<file path="src/rtl/mips_pkg.sv">
`default_nettype none
// ============================================================================
// Module   : mips_pkg
// Brief    : Shared opcode/funct constants, ALU encodings and control bundle
//            for the MIPS execute stage.
// Revision : 1.0  initial release
// ============================================================================
package mips_pkg;

    localparam int XLEN_DEFAULT = 32;

    localparam logic [5:0] OP_RTYPE = 6'b000000;
    localparam logic [5:0] OP_LW    = 6'b100011;
    localparam logic [5:0] OP_SW    = 6'b101011;
    localparam logic [5:0] OP_BEQ   = 6'b000100;
    localparam logic [5:0] OP_ADDI  = 6'b001000;
    localparam logic [5:0] OP_ORI   = 6'b001101;
    localparam logic [5:0] OP_J     = 6'b000010;

    localparam logic [5:0] FUNCT_ADD = 6'b100000;
    localparam logic [5:0] FUNCT_SUB = 6'b100010;
    localparam logic [5:0] FUNCT_AND = 6'b100100;
    localparam logic [5:0] FUNCT_OR  = 6'b100101;
    localparam logic [5:0] FUNCT_SLT = 6'b101010;
    localparam logic [5:0] FUNCT_NOR = 6'b100111;

    localparam logic [1:0] ALUOP_ADD   = 2'b00;
    localparam logic [1:0] ALUOP_SUB   = 2'b01;
    localparam logic [1:0] ALUOP_FUNCT = 2'b10;
    localparam logic [1:0] ALUOP_OR    = 2'b11;

    localparam logic [3:0] ALU_AND = 4'b0000;
    localparam logic [3:0] ALU_OR  = 4'b0001;
    localparam logic [3:0] ALU_ADD = 4'b0010;
    localparam logic [3:0] ALU_SUB = 4'b0110;
    localparam logic [3:0] ALU_SLT = 4'b0111;
    localparam logic [3:0] ALU_NOR = 4'b1100;

    typedef struct packed {
        logic       reg_dst;
        logic       alu_src;
        logic       mem_to_reg;
        logic       reg_write;
        logic       mem_read;
        logic       mem_write;
        logic       branch;
        logic [1:0] alu_op;
        logic       jump;
        logic       sign_zero;
    } ctrl_t;

    localparam ctrl_t CTRL_NOP = '0;

endpackage
`default_nettype wire

</file>
<file path="src/rtl/mips_alu32.sv">
`default_nettype none
// ============================================================================
// Module   : mips_alu32
// Brief    : Combinational 32-bit ALU (add/sub/and/or/slt/nor) with zero and
//            signed-overflow flags.
// Revision : 1.0  initial release
// ============================================================================
module mips_alu32
    import mips_pkg::*;
(
    input  logic [31:0] i_a,
    input  logic [31:0] i_b,
    input  logic [3:0]  i_ctrl,
    output logic [31:0] o_result,
    output logic        o_zero,
    output logic        o_overflow
);

    logic [31:0] w_sum;
    logic [31:0] w_diff;
    logic [31:0] w_result;
    logic        w_overflow;

    assign w_sum  = i_a + i_b;
    assign w_diff = i_a - i_b;

    always_comb begin
        w_result   = '0;
        w_overflow = 1'b0;
        case (i_ctrl)
            ALU_ADD: begin
                w_result   = w_sum;
                w_overflow = (i_a[31] == i_b[31]) && (w_sum[31] != i_a[31]);
            end
            ALU_SUB: begin
                // Subtraction overflows when operand signs differ (B is inverted)
                w_result   = w_diff;
                w_overflow = (i_a[31] != i_b[31]) && (w_diff[31] != i_a[31]);
            end
            ALU_AND: w_result = i_a & i_b;
            ALU_OR:  w_result = i_a | i_b;
            ALU_NOR: w_result = ~(i_a | i_b);
            ALU_SLT: w_result = {31'b0, ($signed(i_a) < $signed(i_b))};
            default: w_result = '0;
        endcase
    end

    assign o_result   = w_result;
    assign o_zero     = (w_result == 32'd0);
    assign o_overflow = w_overflow;

endmodule
`default_nettype wire

</file>
<file path="src/rtl/mips_ex_stage.sv">
`default_nettype none
// ============================================================================
// Module   : mips_ex_stage
// Brief    : Execute-stage slice: main/ALU control decode, immediate extend,
//            operand select, 32-bit ALU and one output register stage.
// Revision : 1.0  initial release
// ============================================================================
module mips_ex_stage
    import mips_pkg::*;
#(
    parameter int XLEN = 32
) (
    input  logic            clk,
    input  logic            reset,
    input  logic            in_valid,
    input  logic [31:0]     instruction,
    input  logic [XLEN-1:0] read_data1,
    input  logic [XLEN-1:0] read_data2,
    output logic            out_valid,
    output logic            reg_dst,
    output logic            alu_src,
    output logic            mem_to_reg,
    output logic            reg_write,
    output logic            mem_read,
    output logic            mem_write,
    output logic            branch,
    output logic            jump,
    output logic            sign_zero,
    output logic [1:0]      alu_op,
    output logic [4:0]      write_reg,
    output logic [XLEN-1:0] store_data,
    output logic [XLEN-1:0] alu_result,
    output logic            zero,
    output logic            overflow
);

    logic [5:0]      w_opcode;
    logic [5:0]      w_funct;
    ctrl_t           w_ctrl;
    logic [3:0]      w_alu_ctrl;
    logic [XLEN-1:0] w_ext_imm;
    logic [XLEN-1:0] w_op_b;
    logic [XLEN-1:0] w_alu_result;
    logic            w_zero;
    logic            w_overflow;
    logic [4:0]      w_write_reg;
    logic            w_unused;

    assign w_opcode = instruction[31:26];
    assign w_funct  = instruction[5:0];
    assign w_unused = ^{instruction[25:21], instruction[10:6]};

    always_comb begin
        w_ctrl = CTRL_NOP;
        case (w_opcode)
            OP_RTYPE: begin
                w_ctrl.reg_dst   = 1'b1;
                w_ctrl.reg_write = 1'b1;
                w_ctrl.alu_op    = ALUOP_FUNCT;
            end
            OP_LW: begin
                w_ctrl.alu_src    = 1'b1;
                w_ctrl.mem_to_reg = 1'b1;
                w_ctrl.reg_write  = 1'b1;
                w_ctrl.mem_read   = 1'b1;
            end
            OP_SW: begin
                w_ctrl.alu_src   = 1'b1;
                w_ctrl.mem_write = 1'b1;
            end
            OP_BEQ: begin
                w_ctrl.branch = 1'b1;
                w_ctrl.alu_op = ALUOP_SUB;
            end
            OP_ADDI: begin
                w_ctrl.alu_src   = 1'b1;
                w_ctrl.reg_write = 1'b1;
            end
            OP_ORI: begin
                w_ctrl.alu_src   = 1'b1;
                w_ctrl.reg_write = 1'b1;
                w_ctrl.alu_op    = ALUOP_OR;
                w_ctrl.sign_zero = 1'b1;
            end
            OP_J:    w_ctrl.jump = 1'b1;
            default: w_ctrl = CTRL_NOP;
        endcase
    end

    always_comb begin
        w_alu_ctrl = ALU_ADD;
        case (w_ctrl.alu_op)
            ALUOP_ADD: w_alu_ctrl = ALU_ADD;
            ALUOP_SUB: w_alu_ctrl = ALU_SUB;
            ALUOP_OR:  w_alu_ctrl = ALU_OR;
            default: begin
                case (w_funct)
                    FUNCT_SUB: w_alu_ctrl = ALU_SUB;
                    FUNCT_AND: w_alu_ctrl = ALU_AND;
                    FUNCT_OR:  w_alu_ctrl = ALU_OR;
                    FUNCT_SLT: w_alu_ctrl = ALU_SLT;
                    FUNCT_NOR: w_alu_ctrl = ALU_NOR;
                    default:   w_alu_ctrl = ALU_ADD;
                endcase
            end
        endcase
    end

    // sign_zero selects zero-extension (logical immediates such as ori)
    assign w_ext_imm = w_ctrl.sign_zero ? {{(XLEN-16){1'b0}}, instruction[15:0]}
                                        : {{(XLEN-16){instruction[15]}}, instruction[15:0]};
    assign w_op_b      = w_ctrl.alu_src ? w_ext_imm : read_data2;
    assign w_write_reg = w_ctrl.reg_dst ? instruction[15:11] : instruction[20:16];

    mips_alu32 u_alu (
        .i_a        (read_data1),
        .i_b        (w_op_b),
        .i_ctrl     (w_alu_ctrl),
        .o_result   (w_alu_result),
        .o_zero     (w_zero),
        .o_overflow (w_overflow)
    );

    logic            r_valid;
    ctrl_t           r_ctrl;
    logic [4:0]      r_write_reg;
    logic [XLEN-1:0] r_store_data;
    logic [XLEN-1:0] r_alu_result;
    logic            r_zero;
    logic            r_overflow;

    always_ff @(posedge clk) begin
        if (reset) begin
            r_valid      <= 1'b0;
            r_ctrl       <= CTRL_NOP;
            r_write_reg  <= '0;
            r_store_data <= '0;
            r_alu_result <= '0;
            r_zero       <= 1'b0;
            r_overflow   <= 1'b0;
        end else begin
            r_valid      <= in_valid;
            r_ctrl       <= in_valid ? w_ctrl : CTRL_NOP;
            r_write_reg  <= w_write_reg;
            r_store_data <= read_data2;
            r_alu_result <= w_alu_result;
            r_zero       <= w_zero;
            r_overflow   <= w_overflow;
        end
    end

    assign out_valid  = r_valid;
    assign reg_dst    = r_ctrl.reg_dst;
    assign alu_src    = r_ctrl.alu_src;
    assign mem_to_reg = r_ctrl.mem_to_reg;
    assign reg_write  = r_ctrl.reg_write;
    assign mem_read   = r_ctrl.mem_read;
    assign mem_write  = r_ctrl.mem_write;
    assign branch     = r_ctrl.branch;
    assign jump       = r_ctrl.jump;
    assign sign_zero  = r_ctrl.sign_zero;
    assign alu_op     = r_ctrl.alu_op;
    assign write_reg  = r_write_reg;
    assign store_data = r_store_data;
    assign alu_result = r_alu_result;
    assign zero       = r_zero;
    assign overflow   = r_overflow;

endmodule
`default_nettype wire

</file>
<file path="config.mk">
export PLATFORM = sky130hd
export DESIGN_NAME = mips_ex_stage
export DESIGN_NICKNAME = d
export VERILOG_FILES = /design/src/rtl/mips_pkg.sv /design/src/rtl/mips_alu32.sv /design/src/rtl/mips_ex_stage.sv
export SDC_FILE = /design/constraint.sdc
export NUM_CORES = 1
export LEC_CHECK = 0
export CORE_MARGIN = 2
export CORE_UTILIZATION = 47
export DETAILED_ROUTE_END_ITERATION = 7
export HOLD_SLACK_MARGIN = 0.05
export PLACE_DENSITY = 0.9
export SLEW_MARGIN = 10
export SYNTH_ARGS = -nofsm -noshare
export SYNTH_HDL_FRONTEND = slang
export SYNTH_SLANG_ARGS = --single-unit
</file>
<file path="constraint.sdc">
create_clock -name clk -period 6 [get_ports clk]
set_clock_uncertainty 0.05 [all_clocks]
set_input_delay 1.2 -clock clk [delete_from_list [all_inputs] [get_ports clk]]
set_output_delay 1.2 -clock clk [all_outputs]
set_load 0.1 [all_outputs]
</file>
==> impl_metrics.py <==
metrics = {
    "outcome": {
        "status": "finished clean",
    },
    "clock_tree": {
        "cts_setup_buffers": 0,
        "htree_levels": 3,
        "cts_resized": 0,
        "root_buffer": "clkbuf_16",
        "cts.sinks": 82,
        "cts_made_buffers": 9,
        "cts.reportedPaths.clkPinSlew_ps": 60,
        "cts_hold_buf": 0,
        "cts_tree": "done",
        "cts_max_path_buffers": 2,
    },
    "layout": {
        "nNetsFinal": 1554,
        "area.growth.synth_to_final_pct": 44.1,
        "n_antenna_cell": 0,
        "fillerInstances": 1369,
        "drive_gt1_share_pct": 18.2,
        "fin_cells": 1575,
    },
    "hold_path": {
        "min_path_type": "input port to flip-flop",
    },
    "detailed_routing": {
        "antenna_left": 0,
        "routedWlPerCell_microns": 18.7,
        "drtIter0Drc": 942,
        "drcViolationCount": 0,
        "num_vias": 9265,
        "vias_per_cell": 5.88,
        "routed_wl_microns": 29500,
        "drtPass1Iterations": 6,
    },
    "floorplan": {
        "die_h_microns": 134,
        "num_io_pins": 182,
        "die_x_microns": 134,
        "rows": 47,
        "initial_utilization_pct": 48.1,
        "fp.dieArea_sq_um": 18000,
        "coreArea_sq_um": 16600,
    },
    "placed_design": {
        "portBuffers": 176,
        "gp_routability_congestion": 0.973,
        "dp_hpwl_microns": 23200,
        "dp_cells": 1559,
    },
    "global_routing": {
        "grt_pass1_vias": 9028,
        "grt.overflow.total": 0,
        "grt_max_degree": 72,
        "gr-usage-met3_pct": 5.37,
        "grt_pass1_wl_microns": 46500,
        "antenna_found_initial": 0,
        "met1_usage_pct": 40.4,
        "grtUsageMet2_pct": 54.8,
        "grt_usage_pct": 32.5,
        "globalRoute.busiestLayer": "met2",
    },
    "setup_path": {
        "path_cells": "clkdlybuf4s50_1, xnor2_1, nand3_1, a21oi_4, buf_6, mux2_2, ha_1, fa_1, nor2_1, o221ai_2, o211ai_1, o21ai_0, a32oi_1, nand2_1, o21ai_0, mux2_2, a22oi_2, and4_1, nand4_1, a211oi_2",
        "critPathSlowestCell": "clkdlybuf4s50_1",
        "cp_max_fo": 10,
        "cpPeakStageDelay_ps": 550,
        "worst_ep_arrival_time_ps": 5950,
        "path_class": "input port to flip-flop",
        "critPathLaunchType": "input port",
        "end_kind": "flip-flop",
        "cp_data_required_time_ps": 6220,
    },
    "job": {
        "max_cap_violations": 0,
    },
    "logic_synthesis": {
        "yosysTopAreaCell": "dfxtp_1",
        "synth_top_area_share_pct": 20.6,
        "synthFlopType": "dfxtp_1",
        "yosys-top-cells-area": "dfxtp_1, ha_1, a21oi_1, nor2_1, inv_1",
        "async_flop_share_pct": 0,
        "synth_commonest_cells": "nor2_1, ha_1, inv_1",
        "netlist_area_sq_um": 7980,
        "synth_warnings": 0,
        "synth_seq_cells": 82,
        "ys_seq_area_share_pct": 20.6,
        "syn-num-nets": 1258,
        "syn_area_per_cell_sq_um": 7.57,
        "yosysMostFrequentCell": "nor2_1",
        "synth_edf_count": 0,
        "syn-instance-count": 1054,
        "synth_cell_type_count": 79,
    },
    "timing": {
        "finalSetupViolations": 0,
        "fin_crit_ps": 5720,
        "hold_violations": 0,
        "worst_slew_pin_slew_ps": 1060,
        "timing.fmax_mhz": 175,
        "finalMaxSlewViolations": 0,
        "period_share_pct": 95.4,
        "rsz0062_at_grt": "no",
        "slew_headroom_pct": 29.0,
        "tns_ps": 0,
    },
    "power_and_ir_drop": {
        "irDropWorstVdd_v": 0.000198,
        "cellPowerDensity_nw_per_um2": 228,
        "leakagePower_nw": 5.15,
    },
}
-- final timing paths --
path / start / endpoint / slack, ps / cells past startpoint
worst max-delay path: instruction[26] / zero$_SDFF_PP0_ / 280 / 20
worst min-delay path: instruction[19] / write_reg[3]$_SDFF_PP0_ / 1360 / 3
-- cell usage in the layout (no fill, tap or decap), types with 4 or more instances in the layout --
cell	count
nand3b_1	5
mux2i_1	5
o21bai_1	8
o311a_1	4
nand2b_1	12
o311ai_0	4
a31oi_1	6
o211ai_1	13
mux2_2	18
and4_1	4
inv_1	101
o221ai_1	4
clkbuf_16	9
a21oi_1	98
o21a_1	24
buf_4	167
a221oi_1	14
or2_2	8
nand3_1	24
clkdlybuf4s50_1	175
o21ai_0	37
a221o_1	19
nor4_1	4
ha_1	102
dfxtp_1	82
o21ai_1	5
xnor2_1	20
o31a_1	4
a21o_1	13
nor2_1	102
and3_1	4
nand4_1	16
nor3_1	19
nand2_1	66
o31ai_1	7
and2_1	7
a211oi_1	11
nor2b_1	45
-- worst max-delay path: cells and delay by family --
family / cells / cell delay [ps]
AO/OA/AOI/OAI: 8 / 1660
XOR/XNOR: 1 / 130
adder cells (fa/ha/maj): 2 / 650
buffers and inverters: 2 / 730
multiplexers: 2 / 740
AND/OR/NAND/NOR: 5 / 820
-- area by class of cell --
cell class	instances	area, sq um	area share [%]
Multi-Input combinational cell	811	5820	50.6
Timing Repair Buffer	345	3040	26.4
Sequential cell	82	1640	14.3
Inverter	101	379	3.30
Tap cell	220	275	2.39
Clock buffer	11	253	2.20
Clock inverter	5	85.1	0.740
-- cell families after synthesis --
group                      after synthesis  share of synthesized area (%)
muxes                                   23                           3.17
buffers and inverters                  161                           7.86
xor gates and xnor gates                23                           2.52
and+or+nand+nor                        339                           21.3
DFF                                     82                           20.6
AOI/OAI and AO/OA                      321                           28.0
adders and majority gates              105                           16.7
-- routing by layer --
metal  wire length [microns]  vias to the layer above
met1                   12000                     4276
li1                        -                     4338
met4                    1380                        0
met2                   13700                      530
met5                       0                        -
met3                    2370                      121
-- through the flow --
| stage | hold slack, ps | instance area (sq um) | setup WS, ps | utilization (%) | power, mW |
|---|---|---|---|---|---|
| global placement | 1720 | 11100 | -226 | 66.7 | 1.94 |
| finish | 1360 | 11500 | 278 | 69.3 | 2.63 |
| global route | 1370 | 11500 | 2.41 | 69.3 | 2.74 |
| floorplan | 1230 | 7980 | 264 | - | 1.46 |
| detailed placement | 1720 | 11100 | -237 | 66.7 | 1.96 |
| CTS | 1360 | 11400 | 102 | 68.8 | 2.59 |
-- report_power, final --
part           switching, mW  internal (mW)
Sequential            0.0116          0.592
Clock                  0.243          0.390
Combinational          0.860          0.528
Total                   1.11           1.51
Note: power is estimated with default switching activity, not from simulation.
==> RTL edit: new RTL, same settings <==
Put a register stage on the output `reg_dst`, with the module's reset. The value now appears one clock later. The other outputs are not delayed to match.
--- a/src/rtl/mips_ex_stage.sv
+++ b/src/rtl/mips_ex_stage.sv
@@ -33,6 +33,8 @@
     output logic            zero,
     output logic            overflow
 );
+
+    logic reg_dst_d;
 
     logic [5:0]      w_opcode;
     logic [5:0]      w_funct;
@@ -150,7 +152,7 @@
     end
 
     assign out_valid  = r_valid;
-    assign reg_dst    = r_ctrl.reg_dst;
+    assign reg_dst_d  = r_ctrl.reg_dst;
     assign alu_src    = r_ctrl.alu_src;
     assign mem_to_reg = r_ctrl.mem_to_reg;
     assign reg_write  = r_ctrl.reg_write;
@@ -166,6 +168,14 @@
     assign zero       = r_zero;
     assign overflow   = r_overflow;
 
+    always_ff @(posedge clk) begin
+        if (reset) begin
+            reg_dst <= '0;
+        end else begin
+            reg_dst <= reg_dst_d;
+        end
+    end
+
 endmodule
 `default_nettype wire
 
Check against the original RTL: not equivalent (Yosys sat finds a counterexample within 4 cycles, from zero or initial values and one cycle with reset high).
==> RTL edit against the original RTL <==
Setup slack lost 0.017 ns. Area after synthesis is essentially flat. Sequential cell count grew 1. Clock power shrank 9.0%. Design area shrank 4.4%. Sequential power grew 1%. Total power shrank 5.4%. Utilization shrank 3.0 points. Wire length shrank 4.4%. Highest routed layer unchanged.
==> RTL edit: results (changes against the original RTL) <==
dp_hpwl_um: 22100  # -4.8%
dp_slack_ns: -0.157  # +0.0800 ns
synth_compound_area_frac: 0.268  # -0.0115
routed_wirelength_um: 28200  # -4.4%
vdd_drop_max_v: 0.000160  # -19%
drive_gt1_frac: 0.141  # -0.0413
hold_path_class: "reg -> reg"
htreeDepth: 3  # unchanged
p_leak_nw: 4.79  # -7.0%
synth_xor_area_frac: 0.0262  # +0.000920
vias: 8915  # -3.8%
cp.arrival_ns: 5.96  # about the same
worst_slew_pin_slew_ns: 1.04  # -0.0246 ns
antenna_found_initial: 0  # unchanged
dr.pass1.iters: 5  # -1
p_clk_uw: 576  # -9.0%
worstPathMaxFanout: 6  # -4
track_usage: 0.310  # -0.0150
synth-seq-area-share: 0.208  # +0.00235
path_delay_family: "simple AND/OR/NAND/NOR gates"
placed_cells: 1502  # -3.7%
syn-num-nets: 1254  # -0.32%
grt_pass1_vias: 8637  # -4.3%
cts_root_buffer: "clkbuf_16"
synthTopCellsByCount: "nor2_1 (108), ha_1 (103), inv_1 (95), a21oi_1 (86), dfxtp_1 (83)"
worst_path_largest_cell_delay_ns: 0.51  # -0.04 ns
synthTopCellsByArea: "dfxtp_1 (21%), ha_1 (16%), a21oi_1 (5.4%)"
gp_congestion: 1.01  # +3.7%
p_sw_frac: 0.444  # +0.0193
synthAdderAreaFrac: 0.166  # about the same
min_delay_path_depth: 1  # -2
place_area_sq_mm: 0.0107  # -3.6%
grt_pass1_wl_um: 44500  # -4.4%
avgSynthCellArea_sq_um: 7.60  # +0.46%
first_iter_violations: 811  # -14%
synth_mux_area_frac: 0.0327  # +0.00107
status: "completed"
p_per_area_mw_per_mm2: 226  # -1.1%
viasPerCell: 5.87  # -0.16%
grt_start_max_net_pins: 74  # +2.8%
ys_types: 84  # +6.3%
seqPwrFrac: 0.247  # +0.017
[RTL edit: per-layer routing]
| layer | global-route usage | share of wire | wire, um |
|---|---|---|---|
| met3 | 0.0639 | 0.095 | 2680 |
| met5 | 0 | 0 | 0 |
| met4 | 0.101 | 0.030 | 843 |
| met2 | 0.531 | 0.47 | 13300 |
| met1 | 0.388 | 0.40 | 11400 |
[RTL edit: timing repair]
item,in CTS,in global routing
endpoints found under the hold margin,0,0
setup buffers,0,0
gates resized for setup,0,5
endpoints found under the setup margin,0,1
[RTL edit: area by class of cell]
type | instances | area [sq um]
clock buffers | 11 | 233
clock inverters | 5 | 62.6
fillers | 1403 | 5580
inverters | 95 | 357
multi-input cells | 813 | 5780
flip-flops and latches | 83 | 1660
well taps | 220 | 275
repair buffers | 291 | 2630
[RTL edit: final timing paths]
kind,slack (ns),start,end
worst min-delay path,0.41,reg_dst_d,reg_dst
worst max-delay path,0.26,instruction[26],zero
worst max register to register,5.39,reg_dst_d,reg_dst
worst min register to register,0.41,reg_dst_d,reg_dst
